<file path="src/rtl/keypad_entry_if.sv">
// Keypad entry interface: scanner inputs (key code + hit strobe) and the
// committed entry/value/event outputs of keypad_entry.
interface keypad_entry_if #(
  parameter int NUM_DIGITS = 4
);
  localparam int CW = $clog2(NUM_DIGITS + 1);
  localparam int BW = 4 * NUM_DIGITS;

  logic [4:0]    digito;
  logic          cambio_digito;
  logic [BW-1:0] entry_bcd;
  logic [CW-1:0] entry_count;
  logic [BW-1:0] value_bcd;
  logic [CW-1:0] value_count;
  logic          value_valid;
  logic [1:0]    letter;
  logic          letter_valid;
  logic          cleared;
  logic          overflow;

  // Scanner / environment side
  modport master (
    output digito, cambio_digito,
    input  entry_bcd, entry_count, value_bcd, value_count, value_valid,
           letter, letter_valid, cleared, overflow
  );

  // keypad_entry side
  modport slave (
    input  digito, cambio_digito,
    output entry_bcd, entry_count, value_bcd, value_count, value_valid,
           letter, letter_valid, cleared, overflow
  );
endinterface

</file>
<file path="src/rtl/keypad_entry.sv">
// keypad_entry: debounces scanner hits, detects release and commits one action
// per key press (BCD digit entry, '#' enter, '*' clear, A-D letters).
// Optional feature: define KEYPAD_BACKSPACE_EN to make 'D' a backspace key.
//
//   state    | meaning
//   ---------+-------------------------------------------------------------
//   IDLE     | no key down; first valid strobe starts debouncing
//   DEBOUNCE | counting consecutive same-code strobes toward PRESS_HITS
//   HELD     | press committed; waiting for RELEASE_TICKS strobe-free cycles
module keypad_entry #(
  parameter int NUM_DIGITS    = 4,
  parameter int PRESS_HITS    = 3,
  parameter int RELEASE_TICKS = 8
) (
  input logic          clk,
  input logic          rst_n,
  keypad_entry_if.slave bus
);
  localparam int CW = $clog2(NUM_DIGITS + 1);
  localparam int BW = 4 * NUM_DIGITS;
  localparam int GW = $clog2(RELEASE_TICKS + 1);
  localparam int HW = $clog2(PRESS_HITS + 1);

  typedef enum logic [1:0] {
    IDLE     = 2'd0,
    DEBOUNCE = 2'd1,
    HELD     = 2'd2
  } state_t;

  state_t        state_q, state_d;
  logic [3:0]    cand_q, cand_d;
  logic [HW-1:0] hits_q, hits_d;
  logic [GW-1:0] gap_q;
  logic          commit_en;
  logic          valid_strobe;
  logic          released;

  logic [BW-1:0] entry_q;
  logic [CW-1:0] count_q;
  logic [BW-1:0] value_q;
  logic [CW-1:0] vcount_q;
  logic          value_valid_q;
  logic [1:0]    letter_q;
  logic          letter_valid_q;
  logic          cleared_q;
  logic          overflow_q;

  // Codes 16 (none) and 17 (bad) are not key hits.
  assign valid_strobe = bus.cambio_digito && (bus.digito < 5'd16);
  assign released     = (gap_q == GW'(RELEASE_TICKS));

  // Strobe-free cycle counter, saturating at the release threshold.
  always_ff @(posedge clk or negedge rst_n) begin
    if (!rst_n)            gap_q <= '0;
    else if (valid_strobe) gap_q <= '0;
    else if (!released)    gap_q <= gap_q + GW'(1);
  end

  // FSM state, candidate code and hit count registers.
  always_ff @(posedge clk or negedge rst_n) begin
    if (!rst_n) begin
      state_q <= IDLE;
      cand_q  <= '0;
      hits_q  <= '0;
    end else begin
      state_q <= state_d;
      cand_q  <= cand_d;
      hits_q  <= hits_d;
    end
  end

  // Next-state logic; commit fires on the PRESS_HITS-th matching strobe.
  always_comb begin
    state_d   = state_q;
    cand_d    = cand_q;
    hits_d    = hits_q;
    commit_en = 1'b0;
    case (state_q)
      IDLE: begin
        if (valid_strobe) begin
          state_d = DEBOUNCE;
          cand_d  = bus.digito[3:0];
          hits_d  = HW'(1);
        end
      end
      DEBOUNCE: begin
        if (valid_strobe) begin
          if (bus.digito[3:0] == cand_q) begin
            if (hits_q + HW'(1) == HW'(PRESS_HITS)) begin
              commit_en = 1'b1;
              state_d   = HELD;
              hits_d    = '0;
            end else begin
              hits_d = hits_q + HW'(1);
            end
          end else begin
            cand_d = bus.digito[3:0];
            hits_d = HW'(1);
          end
        end else if (released) begin
          state_d = IDLE;
          hits_d  = '0;
        end
      end
      HELD: begin
        if (!valid_strobe && released) state_d = IDLE;
      end
      default: state_d = IDLE;
    endcase
  end

  // Committed-action registers; pulse outputs default low every cycle.
  always_ff @(posedge clk or negedge rst_n) begin
    if (!rst_n) begin
      entry_q        <= '0;
      count_q        <= '0;
      value_q        <= '0;
      vcount_q       <= '0;
      value_valid_q  <= 1'b0;
      letter_q       <= '0;
      letter_valid_q <= 1'b0;
      cleared_q      <= 1'b0;
      overflow_q     <= 1'b0;
    end else begin
      value_valid_q  <= 1'b0;
      letter_valid_q <= 1'b0;
      cleared_q      <= 1'b0;
      if (commit_en) begin
        if (bus.digito[3:0] <= 4'd9) begin
          if (count_q < CW'(NUM_DIGITS)) begin
            entry_q <= {entry_q[BW-5:0], bus.digito[3:0]};
            count_q <= count_q + CW'(1);
          end else begin
            overflow_q <= 1'b1;
          end
        end else if (bus.digito[3:0] == 4'hE) begin
          value_q       <= entry_q;
          vcount_q      <= count_q;
          value_valid_q <= 1'b1;
          entry_q       <= '0;
          count_q       <= '0;
          overflow_q    <= 1'b0;
        end else if (bus.digito[3:0] == 4'hF) begin
          entry_q    <= '0;
          count_q    <= '0;
          overflow_q <= 1'b0;
          cleared_q  <= 1'b1;
`ifdef KEYPAD_BACKSPACE_EN
        end else if (bus.digito[3:0] == 4'hD) begin
          overflow_q <= 1'b0;
          if (count_q != '0) begin
            entry_q <= {4'h0, entry_q[BW-1:4]};
            count_q <= count_q - CW'(1);
          end
`endif
        end else begin
          letter_q       <= bus.digito[1:0] + 2'd2;
          letter_valid_q <= 1'b1;
        end
      end
    end
  end

  assign bus.entry_bcd    = entry_q;
  assign bus.entry_count  = count_q;
  assign bus.value_bcd    = value_q;
  assign bus.value_count  = vcount_q;
  assign bus.value_valid  = value_valid_q;
  assign bus.letter       = letter_q;
  assign bus.letter_valid = letter_valid_q;
  assign bus.cleared      = cleared_q;
  assign bus.overflow     = overflow_q;
endmodule

</file>
<file path="src/flat_wrapper.sv">
// flat-port wrapper written by rule: the top's interface ports become plain ports
module keypad_entry_flat 
#(
  parameter int NUM_DIGITS    = 4,
  parameter int PRESS_HITS    = 3,
  parameter int RELEASE_TICKS = 8
)
  (clk, rst_n, bus_digito, bus_cambio_digito, bus_entry_bcd, bus_entry_count, bus_value_bcd, bus_value_count, bus_value_valid, bus_letter, bus_letter_valid, bus_cleared, bus_overflow);
  keypad_entry_if #(.NUM_DIGITS(NUM_DIGITS)) bus_i ();
  input logic clk;
  input logic rst_n;
  input wire logic [$bits(bus_i.digito)-1:0] bus_digito;
  input wire logic [$bits(bus_i.cambio_digito)-1:0] bus_cambio_digito;
  output wire logic [$bits(bus_i.entry_bcd)-1:0] bus_entry_bcd;
  output wire logic [$bits(bus_i.entry_count)-1:0] bus_entry_count;
  output wire logic [$bits(bus_i.value_bcd)-1:0] bus_value_bcd;
  output wire logic [$bits(bus_i.value_count)-1:0] bus_value_count;
  output wire logic [$bits(bus_i.value_valid)-1:0] bus_value_valid;
  output wire logic [$bits(bus_i.letter)-1:0] bus_letter;
  output wire logic [$bits(bus_i.letter_valid)-1:0] bus_letter_valid;
  output wire logic [$bits(bus_i.cleared)-1:0] bus_cleared;
  output wire logic [$bits(bus_i.overflow)-1:0] bus_overflow;
  assign bus_i.digito = bus_digito;
  assign bus_i.cambio_digito = bus_cambio_digito;
  assign bus_entry_bcd = bus_i.entry_bcd;
  assign bus_entry_count = bus_i.entry_count;
  assign bus_value_bcd = bus_i.value_bcd;
  assign bus_value_count = bus_i.value_count;
  assign bus_value_valid = bus_i.value_valid;
  assign bus_letter = bus_i.letter;
  assign bus_letter_valid = bus_i.letter_valid;
  assign bus_cleared = bus_i.cleared;
  assign bus_overflow = bus_i.overflow;
  keypad_entry #(.NUM_DIGITS(NUM_DIGITS), .PRESS_HITS(PRESS_HITS), .RELEASE_TICKS(RELEASE_TICKS)) u_core (.clk(clk), .rst_n(rst_n), .bus(bus_i));
endmodule
</file>
<file path="config.mk">
export PLATFORM = sky130hd
export DESIGN_NAME = keypad_entry_flat
export DESIGN_NICKNAME = d
export VERILOG_FILES = /design/src/rtl/keypad_entry_if.sv /design/src/rtl/keypad_entry.sv /design/src/flat_wrapper.sv
export SDC_FILE = /design/constraint.sdc
export NUM_CORES = 1
export LEC_CHECK = 0
export CAP_MARGIN = 20
export CORE_UTILIZATION = 40
export DETAILED_ROUTE_END_ITERATION = 7
export GPL_TIMING_DRIVEN = 0
export PLACE_DENSITY = 0.67
export REMOVE_ABC_BUFFERS = 1
export SYNTH_ARGS = -nofsm -noshare
export SYNTH_HDL_FRONTEND = slang
export SYNTH_SLANG_ARGS = --single-unit
</file>
<file path="constraint.sdc">
create_clock -name clk -period 1.8 [get_ports clk]
set_input_delay 0.45 -clock clk [delete_from_list [all_inputs] [get_ports clk]]
set_output_delay 0.45 -clock clk [all_outputs]
set_load 0.02 [all_outputs]
</file>
==> Flow_metrics.wiki <==
{| class="wikitable"
! Metric !! Value
|-
| Run status || complete, no violations
|-
| Wire length of the first global-routing pass || 8600 um
|-
| Post-route insts no fill || 358
|-
| Post-Synthesis Cells || between 200 and 250
|-
| Internal Pwr Total || 1.89 mW
|-
| Final count of pins violating max slew || 0
|-
| Site Rows || 28
|-
| Met3 routed wirelength || 335 um
|-
| Power density of the placed cells || 764 nW/um^2
|-
| H-tree lvl count || 2
|-
| Fraction of layout cells with a size suffix above 1 || 0.219
|-
| Synth top area share || 0.556
|-
| Filler Cell Count || 502
|-
| Synthesized flop and latch total || 56
|-
| Most instantiated library cell after synthesis || sky130_fd_sc_hd__dfrtp_1
|-
| FFs w/ async S/R, synth || 1.00
|-
| DIE AREA || 6630 um^2
|-
| Antenna Cells || 0
|-
| Buffer levels on the longest clock path || 2
|-
| Leakage component of the power || 1.80 nW
|-
| Arrival time at the worst endpoint || 1960 ps
|-
| Leading cell types by count after synthesis || sky130_fd_sc_hd__dfrtp_1 (56), sky130_fd_sc_hd__mux2_2 (27), sky130_fd_sc_hd__nand2_1 (25)
|-
| Setup tns final || 0 ps
|-
| Top fanout value on the critical path || 11
|-
| Yosys top cell by area || sky130_fd_sc_hd__dfrtp_1
|-
| Routed met1 length || 2320 um
|-
| Worst Hold Slack || 178 ps
|-
| Wire per inst || 14.7 um
|-
| Total via count after detailed routing || 1848
|-
| Worst-Margin Slew || just over 700 ps
|-
| CTS tree || built
|-
| Die Span X || 81.4 um
|-
| TritonCTS buffer count || 5
|-
| Global route total overflow || 0
|-
| Worst Path Required || roughly 2000 ps
|-
| Fin crit share || 0.975
|-
| Setup repair after global routing missed its margin || true
|-
| Total length of routed met2 wires || 2520 um
|-
| Sequential-to-total area share from yosys stat || 0.556
|-
| Number of buffers inserted by port buffering || 51
|-
| Final Skew || between 3 and 4 ps
|-
| Worst Setup Start Kind || register
|-
| Leading cell types by total area after synthesis || sky130_fd_sc_hd__dfrtp_1 (56%), sky130_fd_sc_hd__mux2_2 (12%), sky130_fd_sc_hd__nand2_1 (3.7%), sky130_fd_sc_hd__mux2i_1 (3.2%), sky130_fd_sc_hd__xor2_1 (2.4%)
|-
| Area growth syn-to-layout || 34.0%
|-
| Last weighted congestion value of the routability-driven placer || 0.790
|-
| Insertion delay of the later-clocked pin in the worst-skew pair || roughly 310 ps
|-
| Routed Antenna Nets || 0
|-
| Power spent charging and discharging nets || 0.687 mW
|-
| Number of sinks driven by the clock tree || 56
|-
| I/O pins || 52
|-
| Hold violation total from the final report || 0
|-
| Fraction of power consumed by combinational cells || 0.134
|-
| Number of design-rule violations left by the first detailed-router iteration || 56
|-
| Core footprint || 5990 um^2
|-
| Fraction of power spent switching nets || 0.266
|-
| Critical path class || reg -> reg
|-
| Sequential share of power || 0.546
|-
| Reg clk slew, reported paths || 100 ps
|-
| Max-cap check violation count || 0
|-
| Post-Synthesis Mean Instance Area || 11.5 um^2
|-
| Yosys Warn Count || 0
|-
| Cell breakdown of the critical path || xor2_1, nor4_4, buf_4, nand3_4, buf_12, mux2_2
|-
| Hold Path Class || in -> async
|-
| Via density per instance || 5.16
|-
| Number of iterations in the first detailed-routing pass || 4
|-
| CP endpoint kind || register
|-
| Area after DPL || 3090 um^2
|-
| Number of setup violations in the final report || 0
|-
| Antenna violations before repair || 0
|-
| Most frequently used flop master after synthesis || sky130_fd_sc_hd__dfrtp_1
|-
| Time the final worst path needs with I/O delays and setup || 1750 ps
|-
| Clock network fraction of design power || 0.320
|-
| Cell area after technology mapping || 2520 um^2
|-
| Uppermost metal layer occupied by signal nets || met4
|-
| Largest voltage drop on the vdd net || 516 uV
|-
| Number of remaining DRC errors || 0
|-
| Initial core utilization || 0.421
|-
| Post-synth cell types || 42
|-
| Number of global-route vias before repair || approximately 1800
|-
| Placed cell count || ~340
|-
| GRT Resource Usage Total || 0.174
|-
| Buffer type at the clock tree root || sky130_fd_sc_hd__clkbuf_8
|-
| Fin area || 3380 um^2
|-
| Max stage delay on crit path || 400 ps
|-
| Die Y-Extent || around 80 um
|-
| Nets@finish || 293
|-
| Total Routed Length || 5250 um
|-
| Number of enable-type register cells in the synthesized netlist || 0
|-
| Slew headroom || 0.518
|-
| Largest net degree at the start of global routing || 32
|-
| Detailed placement HPWL || roughly 3400 um
|-
| Highest achievable clock rate || 570 MHz
|-
| Standard cell with the maximum stage delay on the critical path || sky130_fd_sc_hd__dfrtp_1
|}
[cell families (layout without fill, tap and decap cells)]
kind of cell	after synthesis	in the layout	synth area share
adder cells (fa/ha/maj)	3	3	0.0149
multiplexers	35	35	0.152
AND/OR/NAND/NOR	65	66	0.131
AO/OA/AOI/OAI	27	27	0.0719
buffers and inverters	25	88	0.0461
XOR/XNOR	8	8	0.0278
flip-flops	56	56	0.556
[power by group through the flow]
stage | logic (mW) | clock network, mW | registers, mW
after global routing | 0.406 | 0.884 | 1.42
after CTS | 0.349 | 0.842 | 1.41
after detailed placement | 0.329 | 0 | 1.44
after floorplan | 0.212 | 0 | 1.43
final | 0.346 | 0.825 | 1.41
after global placement | 0.318 | 0 | 1.43
[worst max-delay path, delay by kind of cell, from the launching register on]
family                 cells  cell delay, ps
XOR/XNOR                   1             170
multiplexers               1             270
buffers and inverters      2             370
AND/OR/NAND/NOR            2             440
flip-flops                 1             400
[per-stage QoR]
step,setup slack [ps],total power [mW],util
after floorplan,-370,1.64,-
after global placement,-1650,1.75,0.513
after detailed placement,-1680,1.76,0.515
after CTS,0.832,2.60,0.557
after global routing,-43.9,2.71,0.564
final,45.8,2.58,0.564
[timing repair]
| action | CTS | global route |
|---|---|---|
| hold buffers | 0 | 0 |
| buffers inserted | 11 | 1 |
| cloned | 0 | 1 |
| setup endpoints to repair | 53 | 51 |
| pin swaps | 3 | 1 |
| resized for setup | 29 | 18 |
[placed cells by master, fill, tap and decap left out, drive strengths merged, types with 2 or more instances in the layout]
cell type	netlist	layout
a31oi	3	3
inv	16	16
dfrtp	56	56
nor3	4	4
dlymetal6s2s	0	12
a41oi	2	2
a21oi	5	5
buf	7	16
o21ai	6	6
and2	2	2
clkbuf	2	5
mux2i	8	8
ha	3	3
nand3	5	6
nor2	16	16
nor2b	2	2
clkdlybuf4s15	0	2
a211oi	4	4
mux2	27	27
xor2	7	7
dlygate4sd2	0	7
nand4	2	2
and3	2	2
nand2	25	25
clkdlybuf4s50	0	27
[flip-flops by register name (all words and copies together), names as in the netlist]
register and cells:
u_core.bus.cleared 1, u_core.bus.letter 2, u_core.bus.overflow 1, u_core.hits_q 2
u_core.bus.value_valid 1, u_core.state_q 2, u_core.bus.entry_count 3, u_core.bus.value_bcd 16
u_core.bus.entry_bcd 16, u_core.bus.value_count 3, u_core.gap_q 4, u_core.cand_q 4
u_core.bus.letter_valid 1
[layout make-up]
class	instances	area [um^2]	area share
multi-input cells	139	1060	0.313
clock inverters	3	42.5	0.0126
flip-flops and latches	56	1400	0.415
clock buffers	5	68.8	0.0204
inverters	16	60.1	0.0178
repair buffers	64	654	0.194
well taps	75	93.8	0.0278
[path summary, 6_finish.rpt]
path / from / to / slack [ps] / depth (start not counted)
max in group asynchronous: rst_n / u_core.gap_q[1] / 1030 / 2
min in group clk: bus_digito[0] / u_core.cand_q[0] / 450 / 3
hold / removal: rst_n / u_core.bus.value_bcd[8] / 180 / 1
setup / recovery: u_core.cand_q[2] / u_core.bus.value_bcd[13] / 50 / 6
hold reg to reg: u_core.cand_q[1] / u_core.cand_q[1] / 510 / 2
setup reg to reg: u_core.cand_q[2] / u_core.bus.value_bcd[13] / 50 / 6
[routing by layer]
| metal | up-vias | track usage |
|---|---|---|
| met1 | 898 | 0.228 |
| met4 | 0 | 0.0536 |
| li1 | 878 | - |
| met5 | - | 0 |
| met3 | 8 | 0.0389 |
| met2 | 64 | 0.288 |
No activity file was read; power rests on OpenSTA's default activity.
